File: config.mk
export PLATFORM = sky130hd
export DESIGN_NAME = req_capture_arbiter
export DESIGN_NICKNAME = d
export VERILOG_FILES = /design/src/rtl/arb_pkg.sv /design/src/rtl/rr_pick.sv /design/src/rtl/req_capture_arbiter.sv
export SDC_FILE = /design/constraint.sdc
export NUM_CORES = 1
export LEC_CHECK = 0
export ABC_AREA = 1
export CELL_PAD_IN_SITES_DETAIL_PLACEMENT = 1
export CELL_PAD_IN_SITES_GLOBAL_PLACEMENT = 1
export CORE_UTILIZATION = 35
export CTS_CLUSTER_DIAMETER = 120
export DETAILED_ROUTE_END_ITERATION = 12
export HOLD_SLACK_MARGIN = 0.05
export PLACE_DENSITY_LB_ADDON = 0.1
export SLEW_MARGIN = 20
export SYNTH_ARGS = -nofsm -noshare
export SYNTH_HDL_FRONTEND = slang
export SYNTH_HIERARCHICAL = 1
export SYNTH_SLANG_ARGS = --single-unit
File: constraint.sdc
create_clock -name clk -period 1.95 [get_ports clk]
set_input_delay 0.39 -clock clk [delete_from_list [all_inputs] [get_ports clk]]
set_output_delay 0.39 -clock clk [all_outputs]
set_load 0.03 [all_outputs]
File: src/rtl/arb_pkg.sv
// Shared defaults and FSM encoding for the request capture arbiter.
package arb_pkg;

    localparam int N_REQ_DEF  = 8;
    localparam int IDX_W_DEF  = 3;
    localparam int DCNT_W_DEF = 8;

    typedef enum logic {
        IDLE  = 1'b0,
        GRANT = 1'b1
    } arb_state_t;

endpackage

File: src/rtl/rr_pick.sv
// Combinational picker: first set bit of mask, scanning upward from ptr with wrap (ARB_ROUND_ROBIN_EN),
// or lowest set bit (fixed priority). Zero latency, no flow control.
module rr_pick #(
    parameter int N_REQ = 8,
    parameter int IDX_W = 3
) (
    input  logic [N_REQ-1:0] mask,
    input  logic [IDX_W-1:0] ptr,
    output logic [N_REQ-1:0] onehot,
    output logic [IDX_W-1:0] idx,
    output logic             any
);

`ifdef ARB_ROUND_ROBIN_EN
    int j;

    always_comb begin
        onehot = '0;
        idx    = '0;
        any    = 1'b0;
        j      = 0;
        for (int i = 0; i < N_REQ; i++) begin
            j = int'(ptr) + i;
            if (j >= N_REQ) j = j - N_REQ;
            if (!any && mask[j]) begin
                any       = 1'b1;
                onehot[j] = 1'b1;
                idx       = IDX_W'(j);
            end
        end
    end
`else
    // Fixed priority ignores the pointer entirely.
    logic unused_ptr;
    assign unused_ptr = ^ptr;

    always_comb begin
        onehot = '0;
        idx    = '0;
        any    = 1'b0;
        for (int i = 0; i < N_REQ; i++) begin
            if (!any && mask[i]) begin
                any       = 1'b1;
                onehot[i] = 1'b1;
                idx       = IDX_W'(i);
            end
        end
    end
`endif

endmodule

File: src/rtl/req_capture_arbiter.sv
// Captures request pulses into a sticky pending set and issues one registered grant at a time (ARB_ROUND_ROBIN_EN: round-robin, else fixed priority).
// Latency: req at edge t -> pend at t -> gnt_valid after t+1; one grant per cycle back-to-back.
// Backpressure: grant held stable while gnt_ready is low; requests keep accumulating, repeats counted as drops.
module req_capture_arbiter
    import arb_pkg::*;
#(
    parameter int N_REQ  = N_REQ_DEF,
    parameter int IDX_W  = IDX_W_DEF,
    parameter int DCNT_W = DCNT_W_DEF
) (
    input  logic              clk,
    input  logic              rst,
    input  logic              en,
    input  logic [N_REQ-1:0]  req,
    input  logic              gnt_ready,
    output logic              gnt_valid,
    output logic [N_REQ-1:0]  gnt_onehot,
    output logic [IDX_W-1:0]  gnt_idx,
    output logic [N_REQ-1:0]  pend,
    output logic [DCNT_W-1:0] drop_cnt
);

    arb_state_t       state;
    logic [IDX_W-1:0] ptr;

    logic             accept;
    logic [N_REQ-1:0] clr;
    logic [N_REQ-1:0] set_v;
    logic [N_REQ-1:0] pend_nxt;
    logic             drop;
    logic [IDX_W-1:0] nxt_ptr;
    logic [N_REQ-1:0] pick_mask;
    logic [IDX_W-1:0] pick_ptr;
    logic [N_REQ-1:0] pick_onehot;
    logic [IDX_W-1:0] pick_idx;
    logic             pick_any;

    assign accept   = (state == GRANT) && gnt_ready;
    assign clr      = accept ? gnt_onehot : '0;
    assign set_v    = req & {N_REQ{en}};
    assign pend_nxt = (pend & ~clr) | set_v;
    assign drop     = |(set_v & pend & ~clr);
    assign nxt_ptr  = (gnt_idx == IDX_W'(N_REQ - 1)) ? '0 : gnt_idx + IDX_W'(1);

    // Only registered pend is eligible; on an accept the leaving bit is masked so the next grant can load on the same edge.
    assign pick_mask = (state == GRANT) ? (pend & ~clr) : pend;
    assign pick_ptr  = (state == GRANT) ? nxt_ptr : ptr;

    rr_pick #(
        .N_REQ (N_REQ),
        .IDX_W (IDX_W)
    ) u_pick (
        .mask   (pick_mask),
        .ptr    (pick_ptr),
        .onehot (pick_onehot),
        .idx    (pick_idx),
        .any    (pick_any)
    );

    always_ff @(posedge clk or posedge rst) begin
        if (rst) begin
            state      <= IDLE;
            ptr        <= '0;
            pend       <= '0;
            drop_cnt   <= '0;
            gnt_valid  <= 1'b0;
            gnt_onehot <= '0;
            gnt_idx    <= '0;
        end else begin
            pend <= pend_nxt;
            if (drop && (drop_cnt != '1)) drop_cnt <= drop_cnt + DCNT_W'(1);

            case (state)
                IDLE: begin
                    if (pick_any) begin
                        state      <= GRANT;
                        gnt_valid  <= 1'b1;
                        gnt_onehot <= pick_onehot;
                        gnt_idx    <= pick_idx;
                    end
                end
                GRANT: begin
                    if (accept) begin
`ifdef ARB_ROUND_ROBIN_EN
                        ptr <= nxt_ptr;
`else
                        ptr <= '0;
`endif
                        if (pick_any) begin
                            gnt_onehot <= pick_onehot;
                            gnt_idx    <= pick_idx;
                        end else begin
                            state      <= IDLE;
                            gnt_valid  <= 1'b0;
                            gnt_onehot <= '0;
                            gnt_idx    <= '0;
                        end
                    end
                end
                default: begin
                    state      <= IDLE;
                    gnt_valid  <= 1'b0;
                    gnt_onehot <= '0;
                    gnt_idx    <= '0;
                end
            endcase
        end
    end

endmodule

==> run_summary.xml, run 1 <==
<?xml version="1.0" encoding="UTF-8"?>
<metrics>
  <group name="drt">
    <metric name="dr_vias" unit="">1654</metric>
    <metric name="drt.antenna.violating_nets" unit="">0</metric>
    <metric name="drt_first_iter_violations" unit="">62</metric>
    <metric name="first_pass_iters" unit="">6</metric>
    <metric name="wirelength" unit="mm">4.70</metric>
    <metric name="routed-wl-met2" unit="mm">2.11</metric>
    <metric name="drt-wirelength-per-cell" unit="um">13.6</metric>
    <metric name="wl_met3" unit="um">171</metric>
    <metric name="via_per_inst" unit="">4.79</metric>
    <metric name="top_layer" unit="">met4</metric>
    <metric name="wirelength_met1" unit="mm">2.39</metric>
    <metric name="drc_violations_left" unit="">0</metric>
  </group>
  <group name="timing">
    <metric name="max_slew.worst_pin.slew" unit="ns">0.391</metric>
    <metric name="relSlewSlack" unit="%">73.9</metric>
    <metric name="fmax" unit="GHz">0.529</metric>
    <metric name="maxSlewViolCount" unit="">0</metric>
    <metric name="min_period_over_period" unit="%">96.9</metric>
    <metric name="finalHoldViolations" unit="">0</metric>
    <metric name="timing.final.crit_period" unit="ns">1.89</metric>
    <metric name="setup-violations-final" unit="">0</metric>
    <metric name="clock_skew" unit="ns">0.0114</metric>
  </group>
  <group name="flow_run">
    <metric name="drv_cap" unit="">0</metric>
  </group>
  <group name="setup_path">
    <metric name="r2r_setup_slack" unit="ns">0.16</metric>
    <metric name="crit_path_max_fanout" unit="">7</metric>
    <metric name="reg2reg_from" unit="">gnt_onehot[3]</metric>
    <metric name="category_of_cells_accounting_for_the_largest_share_of_critical_path_delay" unit="">buffers and inverters</metric>
    <metric name="worstPathCellList" unit="">clkdlybuf4s50_1</metric>
    <metric name="critPathLaunchType" unit="">register</metric>
    <metric name="worst_ep_arrival_time" unit="ns">1.50</metric>
    <metric name="regToRegEndpoint" unit="">gnt_onehot[7]</metric>
    <metric name="wp_data_required" unit="ns">1.56</metric>
    <metric name="critPathSlowestCell" unit="">clkdlybuf4s50_1</metric>
    <metric name="end_kind" unit="">output pin</metric>
    <metric name="crit_path_max_incr_delay" unit="ns">0.73</metric>
    <metric name="timing_worst_setup_path_type" unit="">register to output pin</metric>
    <metric name="worst-path-buf-inv" unit="">1</metric>
    <metric name="worst-r2r-cell-count" unit="">11</metric>
  </group>
  <group name="yosys">
    <metric name="synth_nets" unit="">240</metric>
    <metric name="synth.yosys.warnings" unit="">6</metric>
    <metric name="synth.avg_cell_area" unit="um2">7.30</metric>
    <metric name="synth.cell_area" unit="um2">1660</metric>
    <metric name="synth_cells" unit="">227</metric>
  </group>
  <group name="clocking">
    <metric name="worst_skew_pair.late_latency" unit="ns">0.29</metric>
    <metric name="clk_root_buf" unit="">clkbuf_8</metric>
    <metric name="clock_pin_slew_reported_for_the_worst_setup_and_hold_paths_after_clock_tree_synthesis" unit="ns">0.07</metric>
    <metric name="cts_tree" unit="">yes</metric>
    <metric name="postCtsHoldBufs" unit="">0</metric>
    <metric name="cts.sink_count" unit="">29</metric>
    <metric name="cts-root-to-sink-buffers" unit="">2</metric>
    <metric name="cts_inserted_buffers" unit="">5</metric>
    <metric name="h_tree_lvls" unit="">2</metric>
  </group>
  <group name="layout">
    <metric name="layout_area_growth_over_synthesis" unit="%">41.8</metric>
    <metric name="nets" unit="">305</metric>
    <metric name="final_layout_size_suffix_gt1_share" unit="%">17.7</metric>
    <metric name="fin_area" unit="um2">2350</metric>
    <metric name="n_fill_cell" unit="">577</metric>
    <metric name="num_antenna_cells" unit="">0</metric>
    <metric name="post_layout_nonfiller_instances" unit="">345</metric>
    <metric name="multi_input_comb_area" unit="um2">762</metric>
    <metric name="seq_area" unit="um2">727</metric>
  </group>
  <group name="status">
    <metric name="status" unit="">completed</metric>
  </group>
  <group name="floorplan">
    <metric name="placeableCoreArea" unit="um2">4440</metric>
    <metric name="die-width" unit="um">70.8</metric>
    <metric name="io_pins" unit="">40</metric>
    <metric name="num_rows" unit="">24</metric>
    <metric name="die-area" unit="um2">5010</metric>
    <metric name="start_util" unit="%">37.3</metric>
    <metric name="fp.dieH" unit="um">70.8</metric>
  </group>
  <group name="power_and_ir_drop">
    <metric name="ir_drop" unit="uV">627</metric>
    <metric name="power.switching" unit="mW">0.962</metric>
    <metric name="pwr-share-clk" unit="%">20.9</metric>
    <metric name="p_sw_share" unit="%">40.6</metric>
    <metric name="comb_power_share" unit="%">43.0</metric>
    <metric name="power_leakage" unit="nW">1.28</metric>
    <metric name="seqPwrFrac" unit="%">36.2</metric>
    <metric name="internal_power" unit="mW">1.41</metric>
    <metric name="power_density" unit="nW/um2">1010</metric>
  </group>
  <group name="placement">
    <metric name="place_hpwl" unit="mm">3.56</metric>
    <metric name="port-buffer-count" unit="">39</metric>
    <metric name="gpl.final_weighted_congestion" unit="">0.790</metric>
    <metric name="numPlacedInstances" unit="">337</metric>
    <metric name="placedInstanceArea" unit="um2">2270</metric>
  </group>
  <group name="global_route">
    <metric name="first_global_vias" unit="">1667</metric>
    <metric name="grt_antenna_before_repair" unit="">0</metric>
    <metric name="globalRoute.totalOverflow" unit="">0</metric>
    <metric name="grtUsageTotal" unit="%">19.9</metric>
    <metric name="grt_first_pass_wirelength" unit="mm">7.71</metric>
    <metric name="pin_count_of_the_biggest_net_entering_global_routing" unit="">30</metric>
  </group>
  <group name="worst_hold_path">
    <metric name="min_path_type" unit="">input port to asynchronous set/reset pin</metric>
  </group>
</metrics>
==> flip-flops by register name, indices dropped and copies added (netlist names) <==
signal      cells
gnt_valid       1
gnt_idx         3
gnt_onehot      8
state           1
pend            8
drop_cnt        8
==> metal layers <==
layer / GRT usage [%] / up-vias
li1: - / 829
met1: 27.3 / 791
met2: 31.6 / 30
met3: 4.70 / 4
met4: 5.33 / 0
met5: 0 / -
==> final cells by class <==
cell class,instances,area share (%)
Timing Repair Buffer,66,25.0
Sequential cell,29,31.0
Multi-Input combinational cell,158,32.4
Clock buffer,5,2.93
Clock inverter,3,0.746
Inverter,32,5.11
Tap cell,52,2.77
==> cells in the final DEF, fill, tap and decap left out, types with 2 or more instances in the layout <==
cell,n
buf_4,27
nor2_1,10
nand2_1,75
nand3_1,45
clkdlybuf4s50_1,38
o21ai_0,2
clkinv_2,2
inv_1,31
clkbuf_8,5
xnor2_1,2
dfrtp_1,28
nand2_4,2
nand4_1,2
nor2_2,8
xor2_1,2
==> power groups by stage <==
stage	Sequential, mW	Combinational (mW)	Clock (mW)
global placement	0.869	1.00	0
detailed placement	0.872	1.02	0
finish	0.857	1.02	0.495
global route	0.877	1.10	0.537
floorplan	1.08	0.383	0
CTS	0.862	1.03	0.519
==> what timing repair did <==
| item | in CTS | in global routing |
|---|---|---|
| buffers inserted | 0 | 0 |
| setup endpoints to repair | 12 | 11 |
| resized for setup | 1 | 3 |
==> how the worst max path moves through the flow <==
stage | slack, ns | depth (start not counted) | start | endpoint
2_1_floorplan | 0.19 | 11 | gnt_onehot[3] | gnt_onehot[0]
3_3_place_gp | -0.33 | 12 | gnt_ready | gnt_idx[1]
3_5_place_dp | -0.40 | 11 | gnt_ready | gnt_valid
4_1_cts | 0.03 | 1 | drop_cnt[6] | drop_cnt[6]
5_1_grt | -0.04 | 11 | state | gnt_idx[2]
6_report | 0.06 | 1 | drop_cnt[6] | drop_cnt[6]
==> stage by stage <==
stage	TNS (ns)	util [%]	hold WS, ns	power, mW	setup slack [ns]
6_report	0	52.8	0.479	2.37	0.0598
5_1_grt	-0.216	52.8	0.535	2.51	-0.0367
4_1_cts	0	52.9	0.494	2.41	0.0282
3_5_place_dp	-5.60	51.0	0.501	1.89	-0.401
3_3_place_gp	-4.61	51.0	0.499	1.87	-0.325
2_1_floorplan	0	-	0.468	1.46	0.195
Note: power is estimated with default switching activity, not from simulation.
==> inputs of run 2 (changes only) <==
ABC_AREA = unset   (was 1)
CORE_UTILIZATION = 38   (was 35)
==> run 2 against run 1 <==
  * Design area grew 4.3%
  * Global-route usage grew 4.0 points
  * Non-clock buffer count rose by 10
  * Die area down 11%
  * Via count decreased by 9.9%
  * Wire length is 7.6% higher
  * Cell count shrank 20%
  * Sequential share of layout area is 1.3 points lower
  * Synthesized cell count is 35% lower
  * Clock-buffer cell count increased by 3
  * Fmax shrank 1.9%
  * Critical path type is now register to register
  * Largest power group unchanged
  * Highest routed layer unchanged
==> run_summary.xml, run 2 <==
<?xml version="1.0" encoding="UTF-8"?>
<metrics>
  <group name="status">
    <metric name="status" unit="">completed</metric>
  </group>
  <group name="layout">
    <metric name="largestRegisters" unit="">drop_cnt: 8 flops, gnt_onehot: 8 flops, pend: 8 flops</metric>
    <metric name="layout_area_growth_over_synthesis" unit="%">52.7</metric>
    <metric name="most_common_library_cell_in_the_layout_ignoring_fill_and_taps" unit="">clkdlybuf4s50_1</metric>
    <metric name="n_fill_cell" unit="">451</metric>
    <metric name="final_layout_size_suffix_gt1_share" unit="%">28.4</metric>
    <metric name="post_layout_nonfiller_instances" unit="">275</metric>
    <metric name="nets" unit="">237</metric>
    <metric name="num_antenna_cells" unit="">0</metric>
    <metric name="layout.cells.most_common_list" unit="">clkdlybuf4s50_1 (37), buf_4 (34), dfrtp_1 (28)</metric>
  </group>
  <group name="drt">
    <metric name="first_pass_iters" unit="">4</metric>
    <metric name="dr_vias" unit="">1491</metric>
    <metric name="via_per_inst" unit="">5.42</metric>
    <metric name="drt-wirelength-per-cell" unit="um">18.4</metric>
    <metric name="drt.antenna.violating_nets" unit="">0</metric>
    <metric name="drt_first_iter_violations" unit="">45</metric>
    <metric name="wirelength" unit="mm">5.06</metric>
    <metric name="drc_violations_left" unit="">0</metric>
  </group>
  <group name="setup_path">
    <metric name="critPathLaunchType" unit="">register</metric>
    <metric name="crit_path_max_incr_delay" unit="ns">0.39</metric>
    <metric name="wp_data_required" unit="ns">2.16</metric>
    <metric name="timing_worst_setup_path_type" unit="">register to register</metric>
    <metric name="end_kind" unit="">register</metric>
    <metric name="critPathSlowestCell" unit="">dfrtp_1</metric>
    <metric name="crit_path_max_fanout" unit="">5</metric>
    <metric name="worstPathCellList" unit="">and2_4 &gt; a21boi_4 &gt; nor4_4 &gt; buf_4 &gt; and4b_2 &gt; a21o_1 &gt; mux2i_1 &gt; o21ai_1</metric>
    <metric name="worst_ep_arrival_time" unit="ns">2.14</metric>
  </group>
  <group name="placement">
    <metric name="numPlacedInstances" unit="">261</metric>
    <metric name="place_hpwl" unit="mm">3.50</metric>
    <metric name="port-buffer-count" unit="">39</metric>
    <metric name="gpl.final_weighted_congestion" unit="">0.804</metric>
  </group>
  <group name="clocking">
    <metric name="h_tree_lvls" unit="">2</metric>
    <metric name="worst_skew_pair.late_latency" unit="ns">0.28</metric>
    <metric name="cts_tree" unit="">yes</metric>
    <metric name="clk_root_buf" unit="">clkbuf_8</metric>
    <metric name="cts.sink_count" unit="">29</metric>
    <metric name="clock_pin_slew_reported_for_the_worst_setup_and_hold_paths_after_clock_tree_synthesis" unit="ns">0.06</metric>
    <metric name="cts-root-to-sink-buffers" unit="">2</metric>
    <metric name="postCtsHoldBufs" unit="">0</metric>
    <metric name="cts_inserted_buffers" unit="">5</metric>
  </group>
  <group name="worst_hold_path">
    <metric name="min_path_type" unit="">input port to asynchronous set/reset pin</metric>
  </group>
  <group name="floorplan">
    <metric name="die-area" unit="um2">4480</metric>
    <metric name="num_rows" unit="">23</metric>
    <metric name="io_pins" unit="">40</metric>
    <metric name="fp.dieH" unit="um">67.0</metric>
    <metric name="placeableCoreArea" unit="um2">4030</metric>
    <metric name="start_util" unit="%">39.8</metric>
    <metric name="die-width" unit="um">67.0</metric>
  </group>
  <group name="timing">
    <metric name="clock_skew" unit="ns">0.00462</metric>
    <metric name="fmax" unit="GHz">0.519</metric>
    <metric name="timing.final.crit_period" unit="ns">1.93</metric>
    <metric name="finalHoldViolations" unit="">0</metric>
    <metric name="rsz0062_at_grt" unit="">yes</metric>
    <metric name="setup-violations-final" unit="">0</metric>
    <metric name="relSlewSlack" unit="%">74.8</metric>
    <metric name="hold_slack" unit="ns">0.497</metric>
    <metric name="max_slew.worst_pin.slew" unit="ns">0.378</metric>
    <metric name="maxSlewViolCount" unit="">0</metric>
    <metric name="min_period_over_period" unit="%">98.8</metric>
  </group>
  <group name="yosys">
    <metric name="synth.cell_area" unit="um2">1600</metric>
    <metric name="synth_cells" unit="">147</metric>
    <metric name="synth_nets" unit="">160</metric>
    <metric name="synth.yosys.warnings" unit="">6</metric>
    <metric name="synth.avg_cell_area" unit="um2">10.9</metric>
  </group>
  <group name="global_route">
    <metric name="first_global_vias" unit="">1578</metric>
    <metric name="pin_count_of_the_biggest_net_entering_global_routing" unit="">30</metric>
    <metric name="grt_antenna_before_repair" unit="">0</metric>
    <metric name="globalRoute.totalOverflow" unit="">0</metric>
    <metric name="grtUsageTotal" unit="%">23.9</metric>
    <metric name="grt_first_pass_wirelength" unit="mm">7.75</metric>
  </group>
  <group name="power_and_ir_drop">
    <metric name="ir_drop" unit="uV">1010</metric>
    <metric name="power_density" unit="nW/um2">1070</metric>
    <metric name="power_leakage" unit="nW">1.09</metric>
    <metric name="power.total" unit="mW">2.62</metric>
  </group>
  <group name="flow_run">
    <metric name="drv_cap" unit="">0</metric>
  </group>
</metrics>
-- run 2: path summary, 6_finish.rpt --
kind                            depth (start not counted)  startpoint  slack [ns]             to
worst max-delay path                                    8       state        0.02     gnt_idx[0]
worst min-delay path                                    3         rst        0.50  gnt_onehot[6]
worst max register to register                          8       state        0.02     gnt_idx[0]
worst min register to register                          1  gnt_idx[2]        0.52     gnt_idx[2]
max in group asynchronous                               3         rst        1.16  gnt_onehot[3]
min in group clk                                        1  gnt_idx[2]        0.52     gnt_idx[2]
-- run 2: worst max-delay path: cells and delay by family, from the launching register on --
| kind | cells | cell delay (ns) |
|---|---|---|
| AND/OR/NAND/NOR | 3 | 0.84 |
| flip-flops | 1 | 0.39 |
| multiplexers | 1 | 0.09 |
| AO/OA/AOI/OAI | 3 | 0.35 |
| buffers and inverters | 1 | 0.18 |
-- run 2: metrics by stage --
step	setup TNS (ns)	cell area, um2	utilization (%)	setup WS [ns]
floorplan	-0.00562	1630	-	-0.000815
global placement	-7.71	2270	56.4	-0.480
detailed placement	-9.53	2270	56.4	-0.587
CTS	0	2370	58.9	0.00782
global route	-0.244	2450	60.8	-0.0440
finish	0	2450	60.8	0.0226
-- run 2: final cells by class --
type | count | area [um2] | area share (%)
inverters | 5 | 18.8 | 0.766
flip-flops and latches | 29 | 727 | 29.7
clock buffers | 8 | 80.1 | 3.27
repair buffers | 76 | 678 | 27.7
multi-input cells | 107 | 882 | 36.0
well taps | 50 | 62.6 | 2.55
-- run 2: where the power goes --
part	switching (mW)	total, mW	internal [mW]
combinational	0.659	1.26	0.598
sequential	0.146	0.882	0.735
clock	0.225	0.478	0.253
-- run 2: what timing repair did --
item	4_1_cts	5_1_grt
resized for setup	9	12
pin swaps	1	10
buffers inserted	0	6
endpoints found under the setup margin	21	11
-- run 2: routing by layer --
metal	GRT usage, %	vias to the layer above	share of wire (%)
li1	-	703	-
met1	27.0	750	41
met2	42.9	31	54
met3	5.99	7	2.9
met4	8.24	0	1.6
met5	0	-	0
